`src/rtl/lp_power_ctrl.sv`:
```
// Power/clock controller for the low-power calculator: round-robin request
// arbitration plus an ACTIVE/IDLE/SLEEP/DEEP/WAKE sequencer driving gate enables.
module lp_power_ctrl #(
    parameter int NUM_CH       = 4,
    parameter int IDLE_TIMEOUT = 8,
    parameter int DEEP_TIMEOUT = 64,
    parameter int WAKE_CYCLES  = 4,
    parameter int CNT_W        = 8,
    localparam int CH_W        = (NUM_CH > 1) ? $clog2(NUM_CH) : 1
) (
    input  logic              clk,
    input  logic              reset,
    input  logic [NUM_CH-1:0] event_req,
    input  logic              compute_done,
    output logic [NUM_CH-1:0] event_ack,
    output logic [CH_W-1:0]   ch_sel,
    output logic              clk_en,
    output logic              compute_en,
    output logic              pwr_en,
    output logic [2:0]        state_o
);

    typedef enum logic [2:0] {
        S_SLEEP  = 3'd0,
        S_ACTIVE = 3'd1,
        S_IDLE   = 3'd2,
        S_WAKE   = 3'd3,
        S_DEEP   = 3'd4
    } state_t;

    localparam logic [CNT_W-1:0] IDLE_LAST = CNT_W'(IDLE_TIMEOUT - 1);
    localparam logic [CNT_W-1:0] DEEP_LAST = CNT_W'(DEEP_TIMEOUT - 1);
    localparam logic [CNT_W-1:0] WAKE_LAST = CNT_W'(WAKE_CYCLES - 1);

    state_t            state, state_nxt;
    logic [CNT_W-1:0]  cnt;
    logic [CH_W-1:0]   last_grant, grant, idx;
    logic              any_req, found;

    assign any_req = |event_req;
    assign state_o = state;

    // Round-robin search starting one past the previous winner, wrapping.
    always_comb begin
        grant = last_grant;
        found = 1'b0;
        idx   = '0;
        for (int i = 1; i <= NUM_CH; i++) begin
            idx = CH_W'((int'(last_grant) + i) % NUM_CH);
            if (!found && event_req[idx]) begin
                grant = idx;
                found = 1'b1;
            end
        end
    end

    // A request always beats a same-cycle timeout.
    always_comb begin
        state_nxt = state;
        case (state)
            S_SLEEP: begin
                if (any_req)                state_nxt = S_ACTIVE;
                else if (cnt == DEEP_LAST)  state_nxt = S_DEEP;
            end
            S_DEEP: begin
                if (any_req)                state_nxt = S_WAKE;
            end
            S_WAKE: begin
                if (cnt == WAKE_LAST)       state_nxt = any_req ? S_ACTIVE : S_IDLE;
            end
            S_ACTIVE: begin
                if (compute_done)           state_nxt = S_IDLE;
            end
            S_IDLE: begin
                if (any_req)                state_nxt = S_ACTIVE;
                else if (cnt == IDLE_LAST)  state_nxt = S_SLEEP;
            end
            default:                        state_nxt = S_SLEEP;
        endcase
    end

    always_ff @(posedge clk) begin
        if (reset) begin
            state      <= S_SLEEP;
            cnt        <= '0;
            last_grant <= CH_W'(NUM_CH - 1);
            ch_sel     <= '0;
            clk_en     <= 1'b0;
            compute_en <= 1'b0;
            pwr_en     <= 1'b1;
        end else begin
            state <= state_nxt;
            if (state_nxt != state)
                cnt <= '0;
            else if (!(&cnt))
                cnt <= cnt + 1'b1;
            if (state_nxt == S_ACTIVE && state != S_ACTIVE) begin
                ch_sel     <= grant;
                last_grant <= grant;
            end
            // Enables are decoded from the next state so they align with state.
            pwr_en     <= (state_nxt != S_DEEP);
            clk_en     <= (state_nxt == S_ACTIVE) || (state_nxt == S_IDLE);
            compute_en <= (state_nxt == S_ACTIVE);
        end
    end

    always_comb begin
        event_ack = '0;
        if (state == S_ACTIVE && compute_done)
            event_ack[ch_sel] = 1'b1;
    end

endmodule

```
`config.mk`:
```
export PLATFORM = sky130hd
export DESIGN_NAME = lp_power_ctrl
export DESIGN_NICKNAME = d
export VERILOG_FILES = /design/src/rtl/lp_power_ctrl.sv
export SDC_FILE = /design/constraint.sdc
export NUM_CORES = 1
export LEC_CHECK = 0
export ABC_AREA = 1
export BUFFER_PORTS_ARGS = -buffer_cell sky130_fd_sc_hd__clkbuf_2
export CAP_MARGIN = 5
export CORE_ASPECT_RATIO = 1.2
export CORE_MARGIN = 2
export CORE_UTILIZATION = 45
export CTS_CLUSTER_SIZE = 12
export DETAILED_ROUTE_END_ITERATION = 16
export PLACE_DENSITY = 0.7
export SLEW_MARGIN = 20
export SYNTH_ARGS = -nofsm -noshare
export SYNTH_HDL_FRONTEND = slang
export SYNTH_SLANG_ARGS = --single-unit
```
`constraint.sdc`:
```
create_clock -name clk -period 3.9 [get_ports clk]
set_input_delay 0.975 -clock clk [delete_from_list [all_inputs] [get_ports clk]]
set_output_delay 0.975 -clock clk [all_outputs]
set_load 0.02 [all_outputs]
```
# == Word-level counts from Yosys, hierarchy flattened ==
# Index checks and enable logic that the tools add are counted.
# op_classes
add_sub_neg,5
n_lt_le_gt_ge,6
eq_ne,12
mux,27
n_reduce_logical,14
# op_table
cell,count
two-way mux 3 bit,7
< comparator 2 x 3 -> 1 bit (second input constant),5
case mux 3 bit (5 select lines),1
two-way mux 2 bit,5
== test 3 x 2 -> 1 bit (second input constant),3
adder 8 x 1 -> 8 bit (second input constant),1
binary-select mux 1 bit (select 2 bit),4
== test 8 x 2 -> 1 bit (second input constant),1
== test 8 x 3 -> 1 bit (second input constant),1
== test 8 x 6 -> 1 bit (second input constant),1
two-way mux 1 bit,8
AND reduction 8 bit,1
== test 3 x 1 -> 1 bit (second input constant),2
logical AND 1 bit,6
adder 2 x 1 -> 2 bit (second input constant),2
adder 2 bit (second input constant),2
two-way mux 4 bit,1
OR reduction 4 bit,1
== test 3 bit (second input constant),1
logical NOT 1 bit,3
logical NOT 3 bit,1
!= test 3 x 1 -> 1 bit (second input constant),1
!= test 3 bit,1
!= test 3 bit (second input constant),1
other kinds (4),4
# word_totals
reg_bits,18
in_bits,7
output_inout_bits,12
wordCells,71

# == Logic depth before layout (Yosys ltp) ==
# logic_depth
depth_word,13
depth_mapped,11
depth_no_buf,11

# == Worst setup path after synthesis ==
# OpenSTA, ideal clock, no wires.
# synth_path
path_kind,input-to-output
start,input compute_done
end,output event_ack[0]
t_arrival_ns,1.515
required_ns,2.925
path_slack_ns,1.410
stages,2
path_buffers,0
path_cell_list,nand2_2 -> nor3_1
# synth_via
elab_chain_cells,2
# synth_rtl
element,line,text
"start, declared",14,"input logic compute_done,"
logical AND 1 bit,110,if (state == S_ACTIVE && compute_done)
two-way mux 4 bit,110,
"end, declared",15,"output logic [NUM_CH-1:0] event_ack,"
# Every way passes these cells.

# == Worst setup path after layout ==
# Ends and elaborated chain as after synthesis.

==> flow_metrics.py <==
metrics = {
    "outcome": {
        "outcome": "complete, no violations",
    },
    "synth": {
        "async_flop_share_pct": 0,
        "synth_flop_cell": "dfxtp_1",
        "yosys-top-cells-area": "dfxtp_1, nand2_1, inv_1, nand3_1, nor2_1",
        "yosysMostFrequentCell": "nand2_1",
        "ys_seq_area_share_pct": 29.75,
        "synth_area_sq_um": 1211,
        "ys_types": 22,
        "ys_warn_count": 0,
        "synth_common_cells": "nand2_1, inv_1, nor2_1",
        "synth_fp_nets": 203,
        "ys_seq_elements": 18,
        "synthCells": 195,
        "synth.top_cell.area_share_pct": 29.75,
        "synth_area_leader_cell": "dfxtp_1",
        "synth_area_per_cell_sq_um": 6.211,
        "synth-edff-count": 0,
    },
    "die": {
        "die_width_um": 51.36,
        "ioPinCount": 19,
        "core_sq_um": 2552,
        "start_util_pct": 47.45,
        "rows": 20,
        "die_area_sq_um": 3124,
        "die_h_um": 60.83,
    },
    "power": {
        "p_leak_nw": 0.6769,
        "powerDensity_nw_per_um2": 432.1,
        "switching_power_mw": 0.2412,
        "p_int_mw": 0.3426,
        "clkPwrFrac_pct": 19.9,
        "netSwitchingFraction_pct": 41.31,
        "vdd_drop_max_uv": 357.8,
        "seqPwrFrac_pct": 39.7,
        "comb_power_share_pct": 40.4,
    },
    "routing": {
        "viasPerCell": 4.637,
        "routed_wl_um": 2190,
        "wl_per_cell_um": 8.831,
        "ant_nets": 0,
        "first_iter_violations": 11,
        "drc": 0,
        "dr.pass1.iters": 4,
        "num_vias": 1150,
    },
    "grt": {
        "use_met2_pct": 27.84,
        "grtUsageMet1_pct": 20.76,
        "grt_start_max_net_pins": 13,
        "busiest_layer": "met2",
        "grt_use_met3_pct": 2.956,
        "grt_usage_pct": 16.15,
        "antenna_found_initial": 0,
        "grt_pass1_wl_um": 3912,
        "grt_overflow": 0,
        "grt_pass1_vias": 981,
    },
    "sta": {
        "worstMarginPinSlew_ns": 0.3977,
        "fmax_mhz": 402.9,
        "skew_ns": 0.001173,
        "fin_crit_ns": 2.482,
        "slew_headroom_pct": 73.39,
        "period_share_pct": 63.64,
        "finalHoldViolCount": 0,
        "setup_viol": 0,
        "fin_tns_setup_ns": 0,
        "rsz0062_at_grt": "false",
        "slew_violations": 0,
    },
    "clock_network": {
        "insertion_delay_ns": 0.29,
        "post_cts_buffers": 0,
        "cts_buffer_depth": 2,
        "numCtsBuffers": 3,
        "root_buffer": "clkbuf_4",
        "ctsResizeCount": 0,
        "htree_levels": 1,
        "clock-sinks": 18,
        "hold_buffers": 0,
        "tritoncts": "done",
        "clk_pin_slew_ns": 0.10,
    },
    "finish": {
        "diodes": 0,
        "syn_to_final_growth_pct": 11.57,
        "drive_above_1_share_pct": 24.19,
        "final_util_pct": 52.94,
        "fillers": 279,
        "nNetsFinal": 224,
    },
    "setup_path": {
        "criticalPathCategory": "in -> out",
        "reg2reg_depth": 11,
        "crit_fanout": 5,
        "arrival_ns": 1.51,
        "r2r-start": "last_grant[0]",
        "endpoint_kind": "output port",
        "start_kind": "input pin",
        "cp_data_required_time_ns": 2.92,
        "rrSetupSlack_ns": 2.21,
        "r2r-end": "last_grant[0]",
    },
    "worst_hold_path": {
        "hold_start": "ch_sel[0]",
        "hold_path_class": "reg -> reg",
        "hold-path-endpoint": "ch_sel[0]",
        "min_path_cells": 2,
    },
    "flow_run": {
        "maxCapViolCount": 0,
    },
    "placement": {
        "hpwl_um": 1747,
        "port_buffers": 18,
        "place_congestion": 0.8118,
    },
}
==> layout by cell type, fill, tap and decap left out <==
cell	netlist	layout
nand2_1	65	65
nor3_2	2	2
nor2_2	12	12
nand4_4	1	1
nor3b_1	1	1
dfxtp_1	18	18
nor2_1	21	21
xor2_1	2	2
clkbuf_4	0	3
nand3_1	16	16
inv_1	22	22
clkbuf_2	0	18
inv_2	5	5
nor3_1	4	4
xnor2_1	2	2
nand4_1	4	4
ha_1	1	1
o21ai_0	4	4
a21oi_2	2	2
clkbuf_8	0	1
o21ai_1	1	1
a21oi_1	2	2
nand2_2	8	8
==> worst max-delay path by stage <==
| stage | start | to | slack, ns | cells after the start |
|---|---|---|---|---|
| finish | compute_done | event_ack[0] | 1.42 | 4 |
| floorplan | compute_done | event_ack[0] | 1.41 | 2 |
| global route | state_o[0] | event_ack[0] | 1.29 | 5 |
| detailed placement | compute_done | event_ack[0] | 1.41 | 4 |
| CTS | compute_done | event_ack[0] | 1.41 | 4 |
| global placement | compute_done | event_ack[0] | 1.42 | 4 |
==> final cells by class <==
class	count	area [sq um]	area share, %
multi-input combinational	148	721.9	53.43
sequential	18	360.3	26.67
inverter	27	101.3	7.500
timing repair buffer	18	90.09	6.667
tap	33	41.29	3.056
clock buffer	4	36.28	2.685
==> power by group through the flow <==
stage / sequential [mW] / clock, mW / combinational [mW]
CTS: 0.232 / 0.119 / 0.239
global route: 0.236 / 0.127 / 0.272
global placement: 0.236 / 0 / 0.238
floorplan: 0.241 / 0 / 0.188
finish: 0.232 / 0.116 / 0.236
detailed placement: 0.236 / 0 / 0.238
==> flip-flops by register name, summed over array words and instances (netlist names) <==
name / flops
ch_sel: 2
clk_en: 1
cnt: 8
compute_en: 1
last_grant: 2
pwr_en: 1
state_o: 3
==> cell families (layout without fill, tap and decap cells) <==
logic type                 count (synthesis)  count (layout)  share of synthesized area (%)
AOI/OAI and AO/OA                          9               9                          4.339
xor gates and xnor gates                   4               4                          2.893
adders and majority gates                  1               1                          1.033
buffers and inverters                     29              49                          10.64
DFF                                       18              18                          29.75
and+or+nand+nor                          134             134                          51.34
==> per-layer routing <==
layer / wire [um] / vias up
met4: 21 / 0
li1: - / 645
met1: 1081 / 492
met2: 1037 / 11
met5: 0 / -
met3: 51 / 2
==> through the flow <==
| step | hold WS, ns | setup WS, ns | total power, mW | cell area (sq um) | instances |
|---|---|---|---|---|---|
| global route | 0.5534 | 1.294 | 0.6345 | 1351 | 248 |
| global placement | 0.5194 | 1.424 | 0.4735 | 1315 | 244 |
| floorplan | 0.5109 | 1.410 | 0.4283 | 1211 | 195 |
| finish | 0.5338 | 1.418 | 0.5838 | 1351 | 248 |
| CTS | 0.5362 | 1.409 | 0.5901 | 1351 | 248 |
| detailed placement | 0.5221 | 1.411 | 0.4745 | 1315 | 244 |
==> worst max-delay path, cell delays in order <==
cell and delay [ns]:
clkbuf_2 0.10, nand2_2 0.09, nor3_1 0.15, clkbuf_2 0.19
Note: power is estimated with default switching activity, not from simulation.
